==> src/rtl/tick_timer_pkg.sv <==
// Shared types and constants for the tick_timer_n block.
package tick_timer_pkg;

    typedef enum logic {IDLE = 1'b0, RUN = 1'b1} tt_state_t;

    localparam int TICK_CNT_W = 8;

endpackage

==> src/rtl/tick_timer_cnt.sv <==
// n-bit loadable down-counter with zero flag; load has priority over decrement.
module tick_timer_cnt #(
    parameter int n = 5
) (
    input  logic         clk_i,
    input  logic         rst_i,
    input  logic         i_load,
    input  logic         i_dec,
    input  logic [n-1:0] i_load_val,
    output logic [n-1:0] o_count,
    output logic         o_zero
);

    logic [n-1:0] r_count;

    // Counter state: clear on reset, load or step down by one
    always_ff @(posedge clk_i) begin
        if (rst_i)
            r_count <= '0;
        else if (i_load)
            r_count <= i_load_val;
        else if (i_dec)
            r_count <= r_count - 1'b1;
    end

    assign o_count = r_count;
    assign o_zero  = (r_count == '0);

endmodule

==> src/rtl/tick_timer_n.sv <==
// Programmable down-counting tick generator (periodic / one-shot).
// Optional tick pulse counter output enabled by defining TICK_TIMER_TICKCNT_EN.
module tick_timer_n
    import tick_timer_pkg::*;
#(
    parameter int         n          = 5,
    parameter logic [n-1:0] RST_PERIOD = 31
) (
    input  logic         clk_i,
    input  logic         rst_i,
    input  logic         load_i,
    input  logic [n-1:0] period_i,
    input  logic         start_i,
    input  logic         stop_i,
    input  logic         mode_i,
    output logic         tick_o,
    output logic         busy_o,
`ifdef TICK_TIMER_TICKCNT_EN
    output logic [TICK_CNT_W-1:0] tick_cnt_o,
`endif
    output logic [n-1:0] count_o
);

    tt_state_t    r_state;
    logic [n-1:0] r_period;
    logic         r_mode;

    logic         w_cnt_load;
    logic         w_cnt_dec;
    logic [n-1:0] w_cnt_val;
    logic [n-1:0] w_count;
    logic         w_zero;
    logic [n-1:0] w_start_period;
    logic         w_start_acc;

    // A start in the same cycle as a load uses the freshly presented period
    assign w_start_period = load_i ? period_i : r_period;

    // Start is accepted from IDLE, or in RUN unless stop overrides it
    assign w_start_acc = start_i && ((r_state == IDLE) || !stop_i);

    // Period register: reloaded from period_i in any state
    always_ff @(posedge clk_i) begin
        if (rst_i)
            r_period <= RST_PERIOD;
        else if (load_i)
            r_period <= period_i;
    end

    // Control FSM: state and latched mode
    always_ff @(posedge clk_i) begin
        if (rst_i) begin
            r_state <= IDLE;
            r_mode  <= 1'b0;
        end else begin
            case (r_state)
                IDLE: begin
                    if (start_i) begin
                        r_state <= RUN;
                        r_mode  <= mode_i;
                    end
                end
                RUN: begin
                    if (stop_i)
                        r_state <= IDLE;
                    else if (start_i)
                        r_mode  <= mode_i;
                    else if (w_zero && r_mode)
                        r_state <= IDLE;
                end
                default: r_state <= IDLE;
            endcase
        end
    end

    // Counter steering; the periodic reload uses the stored period, so a
    // load during RUN only affects the following interval
    always_comb begin
        w_cnt_load = 1'b0;
        w_cnt_dec  = 1'b0;
        w_cnt_val  = r_period;
        if (w_start_acc) begin
            w_cnt_load = 1'b1;
            w_cnt_val  = w_start_period;
        end else if (r_state == RUN && !stop_i) begin
            if (w_zero)
                w_cnt_load = !r_mode;
            else
                w_cnt_dec  = 1'b1;
        end
    end

    tick_timer_cnt #(.n(n)) u_cnt (
        .clk_i      (clk_i),
        .rst_i      (rst_i),
        .i_load     (w_cnt_load),
        .i_dec      (w_cnt_dec),
        .i_load_val (w_cnt_val),
        .o_count    (w_count),
        .o_zero     (w_zero)
    );

    // Outputs depend only on registered state
    assign tick_o  = (r_state == RUN) && w_zero;
    assign busy_o  = (r_state == RUN);
    assign count_o = w_count;

`ifdef TICK_TIMER_TICKCNT_EN
    logic [TICK_CNT_W-1:0] r_tick_cnt;

    // Saturating count of ticks since the last accepted start
    always_ff @(posedge clk_i) begin
        if (rst_i || w_start_acc)
            r_tick_cnt <= '0;
        else if (tick_o && (r_tick_cnt != {TICK_CNT_W{1'b1}}))
            r_tick_cnt <= r_tick_cnt + 1'b1;
    end

    assign tick_cnt_o = r_tick_cnt;
`endif

endmodule

==> config.mk <==
export PLATFORM = sky130hd
export DESIGN_NAME = tick_timer_n
export DESIGN_NICKNAME = d
export VERILOG_FILES = /design/src/rtl/tick_timer_pkg.sv /design/src/rtl/tick_timer_cnt.sv /design/src/rtl/tick_timer_n.sv
export SDC_FILE = /design/constraint.sdc
export NUM_CORES = 1
export LEC_CHECK = 0
export CAP_MARGIN = 20
export CORE_MARGIN = 5
export CORE_UTILIZATION = 50
export CTS_CLUSTER_SIZE = 16
export DETAILED_ROUTE_END_ITERATION = 16
export GPL_ROUTABILITY_DRIVEN = 0
export GPL_TIMING_DRIVEN = 0
export HOLD_SLACK_MARGIN = 0.15
export PLACE_DENSITY = 0.85
export RECOVER_POWER = 100
export SYNTH_ARGS = -nofsm -noshare
export SYNTH_HDL_FRONTEND = slang
export SYNTH_SLANG_ARGS = --single-unit
==> constraint.sdc <==
create_clock -name clk_i -period 3.07 [get_ports clk_i]
set_input_delay 0.7675 -clock clk_i [delete_from_list [all_inputs] [get_ports clk_i]]
set_output_delay 0.7675 -clock clk_i [all_outputs]
set_load 0.05 [all_outputs]
==> results of run 1 <==
kinds of logic after synthesis:
group	share of synthesized area, %
AND/OR/NAND/NOR	30.0
AO/OA/AOI/OAI	22.4
flip-flops	33.9
buffers and inverters	3.71
multiplexers	5.65
XOR/XNOR	2.47
adder cells (fa/ha/maj)	1.77
per-stage QoR:
stage	total power, mW	worst slack, ps
floorplan	0.300	63.2
global placement	0.346	319
detailed placement	0.350	300
CTS	0.440	12.5
global route	0.458	206
finish	0.433	367
power by group through the flow:
stage               Sequential, mW  Combinational [mW]  Clock [mW]
global placement             0.191               0.155           0
floorplan                    0.221              0.0788           0
CTS                          0.189               0.158      0.0935
detailed placement           0.192               0.158           0
global route                 0.191               0.160       0.107
finish                       0.188               0.150      0.0951
worst max path at each step:
stage	from	endpoint	slack, ps	cells past startpoint
global placement	u_cnt.o_count[0]	tick_o	320	5
CTS	u_cnt.o_count[0]	tick_o	10	5
global route	start_i	u_cnt.o_count[0]	210	5
detailed placement	u_cnt.o_count[0]	tick_o	300	5
floorplan	u_cnt.o_count[0]	tick_o	60	4
finish	u_cnt.o_count[0]	tick_o	370	5
state kept, by name, indices dropped and copies added (netlist names):
name and cells:
busy_o 1, r_period 5, u_cnt.o_count 5, r_mode 1
layer usage:
metal | up-vias | global-route usage, % | share of wire, % | wire (um)
met1 | 292 | 22.0 | 43 | 680
met3 | 6 | 3.38 | 7.8 | 122
met2 | 29 | 25.1 | 47 | 731
met5 | - | 0 | 0 | 0
met4 | 0 | 8.06 | 2.0 | 31
li1 | 321 | - | - | -
layout make-up:
type	count	area (um2)	share of cell area [%]
Multi-Input combinational cell	59	424	47.9
Tap cell	15	18.8	2.12
Clock buffer	3	22.5	2.54
Buffer	2	7.51	0.847
Sequential cell	12	240	27.1
Timing Repair Buffer	16	154	17.4
Inverter	5	18.8	2.12
synthesized netlist by cell type (all sizes together):
master    n  area [um2]
clkbuf    2        7.51
mux2i     4        40.0
dfxtp    12         240
nor4b     1        23.8
a311oi    1        15.0
o211ai    1        7.51
nand2b    5        31.3
nor3      4        20.0
a2111o    1        11.3
nor2b     3        18.8
nor3b     1        12.5
xor2      2        17.5
nor2      6        22.5
a21oi     1        5.00
a31oi     2        12.5
a32oi     1        8.76
ha        1        12.5
inv       5        18.8
or3b      1        11.3
a211o     1        8.76
nand3b    3        22.5
a21boi    1        7.51
and2      2        12.5
nand2    10        37.5
a2111oi   1        15.0
a211oi    5        52.6
a221oi    1        15.0
critical path, stage by stage, from the launching register on:
cell,delay [ps]
dfxtp_1,350
inv_1,70
ha_1,200
or3b_4,420
nor3_1,150
clkbuf_1,490
placed cells by master, fill, tap and decap left out:
cell             netlist  final
dlygate4sd3_1          0      7
clkbuf_4               0      3
nand3b_1               3      3
nand2b_1               5      5
nor3b_2                1      1
nor2_1                 6      6
clkdlybuf4s50_1        0      8
nand2_1               10     10
a221oi_1               0      1
nor2b_1                3      3
a2111oi_2              1      1
mux2i_1                4      4
inv_1                  5      5
a2111o_1               1      1
a21boi_0               0      1
a32oi_1                1      1
o211ai_1               1      1
a21oi_1                1      1
clkbuf_1               2      3
or3b_4                 1      1
nor4b_4                1      1
nor3_1                 4      4
dfxtp_1               12     12
xor2_1                 2      2
a211oi_2               3      2
ha_1                   1      1
a311oi_1               0      1
and2_1                 2      2
a31oi_1                2      2
a211o_1                1      1
a211oi_1               2      3
what timing repair did:
action                                  4_1_cts  5_1_grt
endpoints found under the setup margin        0        1
gates resized for setup                       0        1
buffers inserted                              0        0
==> impl_results.md, run 1 <==
* # DRC at 0
* Gr ovfl total at 0
* Setup TNS at 0 ps
* Yosys warns at 0
* Fillers at 106
* Ratio of cells with drive above 1 in the final layout at 9.28%
* Hold Startpoint: r_period[0]
* F_max at 370 MHz
* I/O pin total at 18
* Post-CTS Hold Fix Bufs at 0
* Seq pwr share at 43.5%
* Internal cell power at 0.277 mW
* Drt pass-1 iters at 4
* CP Class: register to primary output
* Area Growth Syn to Fin at 25.1%
* Num CTS Buffers at 3
* CTS Root Buffer Type: clkbuf_4
* Final period utilization at 88.0%
* Skew final at 7.85 ps
* PD cells at 489 nW/um2
* Hold/Removal Path Class: register to register
* Initial antenna violation count at 0
* Comb pwr share at 34.6%
* TritonCTS clock tree: built
* RSZ-0062 raised after global routing: false
* Final Util at 67.2%
* H-tree levels at 1
* Final hold vios at 0
* #FFs+latches synth at 12
* Sw power at 0.156 mW
* Net Sw Frac at 36.1%
* CP Capture Type: primary output
* Slew headroom at 19.6%
* Fin crit period at 2700 ps
* # port buffers at 16
* Post-Syn Nets at 90
* Syn avg cell area at 9.08 um2
* Reg2reg end: u_cnt.o_count[1]
* Clk_lat worst skew at 270 ps
* Crit Path Max Fanout at 5
* Row Count at 13
* Drt wl/cell at 14.0 um
* Antenna Violating Nets Remaining at 0
* Startpoint Class: register
* Vias in the first global route at 585
* Reg2Reg Setup Slack at 1060 ps
* Hpwl dp at 1220 um
* Hold path cells at 2
* Final net count at 111
* Vias per cell at 5.79
* Final setup fails at 0
* Max Slew Vio Count at 0
* Post-synthesis sequential area ratio at 33.9%
* Antenna diode count at 0
* Worst vdd ir at 0.389 mV
* R2R cell count at 6
* Crit path DAT at 1940 ps
* Dpl cells at 109
* Die width at 47.6 um
* Outcome: completed
* Gate Count Post-Synth at 78
* Core area at 1320 um2
* Non-filler cells, final at 112
* Max_cap viols at 0
* Initial detailed-routing violation count at 24
* Worst-Margin Slew at 1200 ps
* Clock sinks at 12
* Endpoint, Worst Hold: r_period[0]
* Total die area at 2270 um2
* Post-synth cell types at 28
* Clock buffer depth at 2
* Largest net degree at the start of global routing at 11
* Tot GR Track Use at 16.4%
* Placed cell area at 887 um2
* R2r startpoint: u_cnt.o_count[0]
* Clk slew on worst S/H paths at 70 ps
* Post-Route WL at 1570 um
* Leakage Power at 0.365 nW
* CP Data Required Time at 2300 ps
* Clock network power share at 22.0%
* Die Ht at 47.6 um
* Final instance area at 886 um2
* First-pass GRT wire length at 2640 um
* WHS at 508 ps
* Initial core utilization at 53.8%
* Via count at 648
* Mapped Area at 708 um2
(Power assumes the default switching activity.)
==> inputs of run 2 (changes only) <==
==> constraint.sdc (replaced) <==
create_clock -name clk_i -period 3.07 [get_ports clk_i]
set_input_delay 0.4605 -clock clk_i [delete_from_list [all_inputs] [get_ports clk_i]]
set_output_delay 0.4605 -clock clk_i [all_outputs]
set_load 0.05 [all_outputs]
==> run 2 against run 1 <==
Compared with the run above: cell area rose by 0.71%; count of clock-buffer cells in the layout did not move; core utilization rose by 0.47 points; critical path depth did not move; non-clock buffer count did not move; maximum frequency fell by 2.7%; largest cell class unchanged; largest power group unchanged.
==> impl_results.md, run 2 (synthesized netlist as in run 1, its figures left out) <==
* Final hold vios at 0
* Initial detailed-routing violation count at 18
* Vias per cell at 5.79
* Hpwl dp at 1220 um
* Via count at 648
* CTS Root Buffer Type: clkbuf_4
* Final Util at 67.7%
* # port buffers at 16
* Wire length on met3 at 111 um
* Die Ht at 47.6 um
* Post-Route M1 WL at 674 um
* F_max at 360 MHz
* Leakage Power at 0.371 nW
* Met2 Routed Length at 734 um
* CP Capture Type: primary output
* Top Family by Delay on Critical Path: buffers and inverters
* Hold/Removal Path Class: register to register
* Power Total at 0.431 mW
* Clock buffer depth at 2
* Crit Path Max Fanout at 5
* Final period utilization at 90.5%
* Placement Setup Slack at 607 ps
* Clk slew on worst S/H paths at 70 ps
* WHS at 508 ps
* I/O pin total at 18
* Final worst slack at 291 ps
* Area taken by multi-input logic gates at 424 um2
* Post-CTS Hold Fix Bufs at 0
* Cell Chain, Critical Path: inv_1, ha_1, or3b_4, nor3_1, dlygate4sd3_1
* Vias in the first global route at 585
* Outcome: completed
* Total die area at 2270 um2
* PD cells at 484 nW/um2
* CP Data Required Time at 2610 ps
* Gr ovfl total at 0
* Max incr delay on CP at 890 ps
* H-tree levels at 1
* First-pass GRT wire length at 2640 um
* Seq. cell area at 240 um2
* Tot GR Track Use at 16.4%
* Ratio of cells with drive above 1 in the final layout at 9.28%
* CP Buf/Inv Count at 2
* Final net count at 111
* TritonCTS clock tree: built
* Post-Route WL at 1550 um
* CP max-delay cell: dlygate4sd3_1
* Setup TNS at 0 ps
* RSZ-0062 raised after global routing: false
* Crit path DAT at 2320 ps
* Die width at 47.6 um
* Commonest non-fill, non-tap cell in the layout: dfxtp_1
* Area Growth Syn to Fin at 26.0%
* Drt pass-1 iters at 4
* Highest routing layer actually used: met4
* Worst vdd ir at 0.384 mV
* Row Count at 13
* Slew headroom at 18.4%
* # DRC at 0
* Clock sinks at 12
* # Post-CTS Setup Buffers at 0
* Initial core utilization at 53.8%
* Skew final at 4.44 ps
* Max_cap viols at 0
* Antenna diode count at 0
* Fillers at 105
* Max Slew Vio Count at 0
* Largest net degree at the start of global routing at 11
* Core area at 1320 um2
* Most frequent cells in the layout: dfxtp_1 (12), nand2_1 (10), dlygate4sd3_1 (9)
* Initial antenna violation count at 0
* Worst-Margin Slew at 1210 ps
* CP Class: register to primary output
* Fin crit period at 2780 ps
* Final setup fails at 0
* Antenna Violating Nets Remaining at 0
* Clk_lat worst skew at 270 ps
* Drt wl/cell at 13.8 um
* Resized Gates After CTS at 0
* Num CTS Buffers at 3
* Startpoint Class: register
## run 2: per-layer routing
metal	global-route usage [%]	up-vias
li1	-	324
met4	8.06	0
met1	22.0	292
met3	3.38	4
met5	0	-
met2	25.1	28
## run 2: final cells by class
type / count / area share [%]
inverters: 5 / 2.10
multi-input cells: 59 / 47.5
repair buffers: 16 / 18.0
well taps: 15 / 2.10
clock buffers: 3 / 2.52
plain buffers: 2 / 0.842
flip-flops and latches: 12 / 26.9
## run 2: path summary, 6_finish.rpt
check	start	end	slack (ps)	depth (start not counted)
setup / recovery	u_cnt.o_count[0]	tick_o	290	5
hold / removal	r_period[0]	r_period[0]	510	2
setup reg to reg	u_cnt.o_count[0]	u_cnt.o_count[1]	1070	6
hold reg to reg	r_period[0]	r_period[0]	510	2
## run 2: worst reg2reg max path, cell delays in order (launching register included)
cell	delay (ps)
dfxtp_1	400
inv_1	60
ha_1	230
nor4b_4	170
a311oi_1	720
nor2_1	90
a211oi_1	250
## run 2: report_power, final
group | internal [mW] | switching [mW]
sequential | 0.170 | 0.0180
clock | 0.0453 | 0.0488
combinational | 0.0618 | 0.0876
## run 2: stage by stage
step / area, um2 / cells
floorplan: 708 / 78
global placement: 887 / 109
detailed placement: 887 / 109
CTS: 910 / 112
global route: 892 / 112
finish: 892 / 112
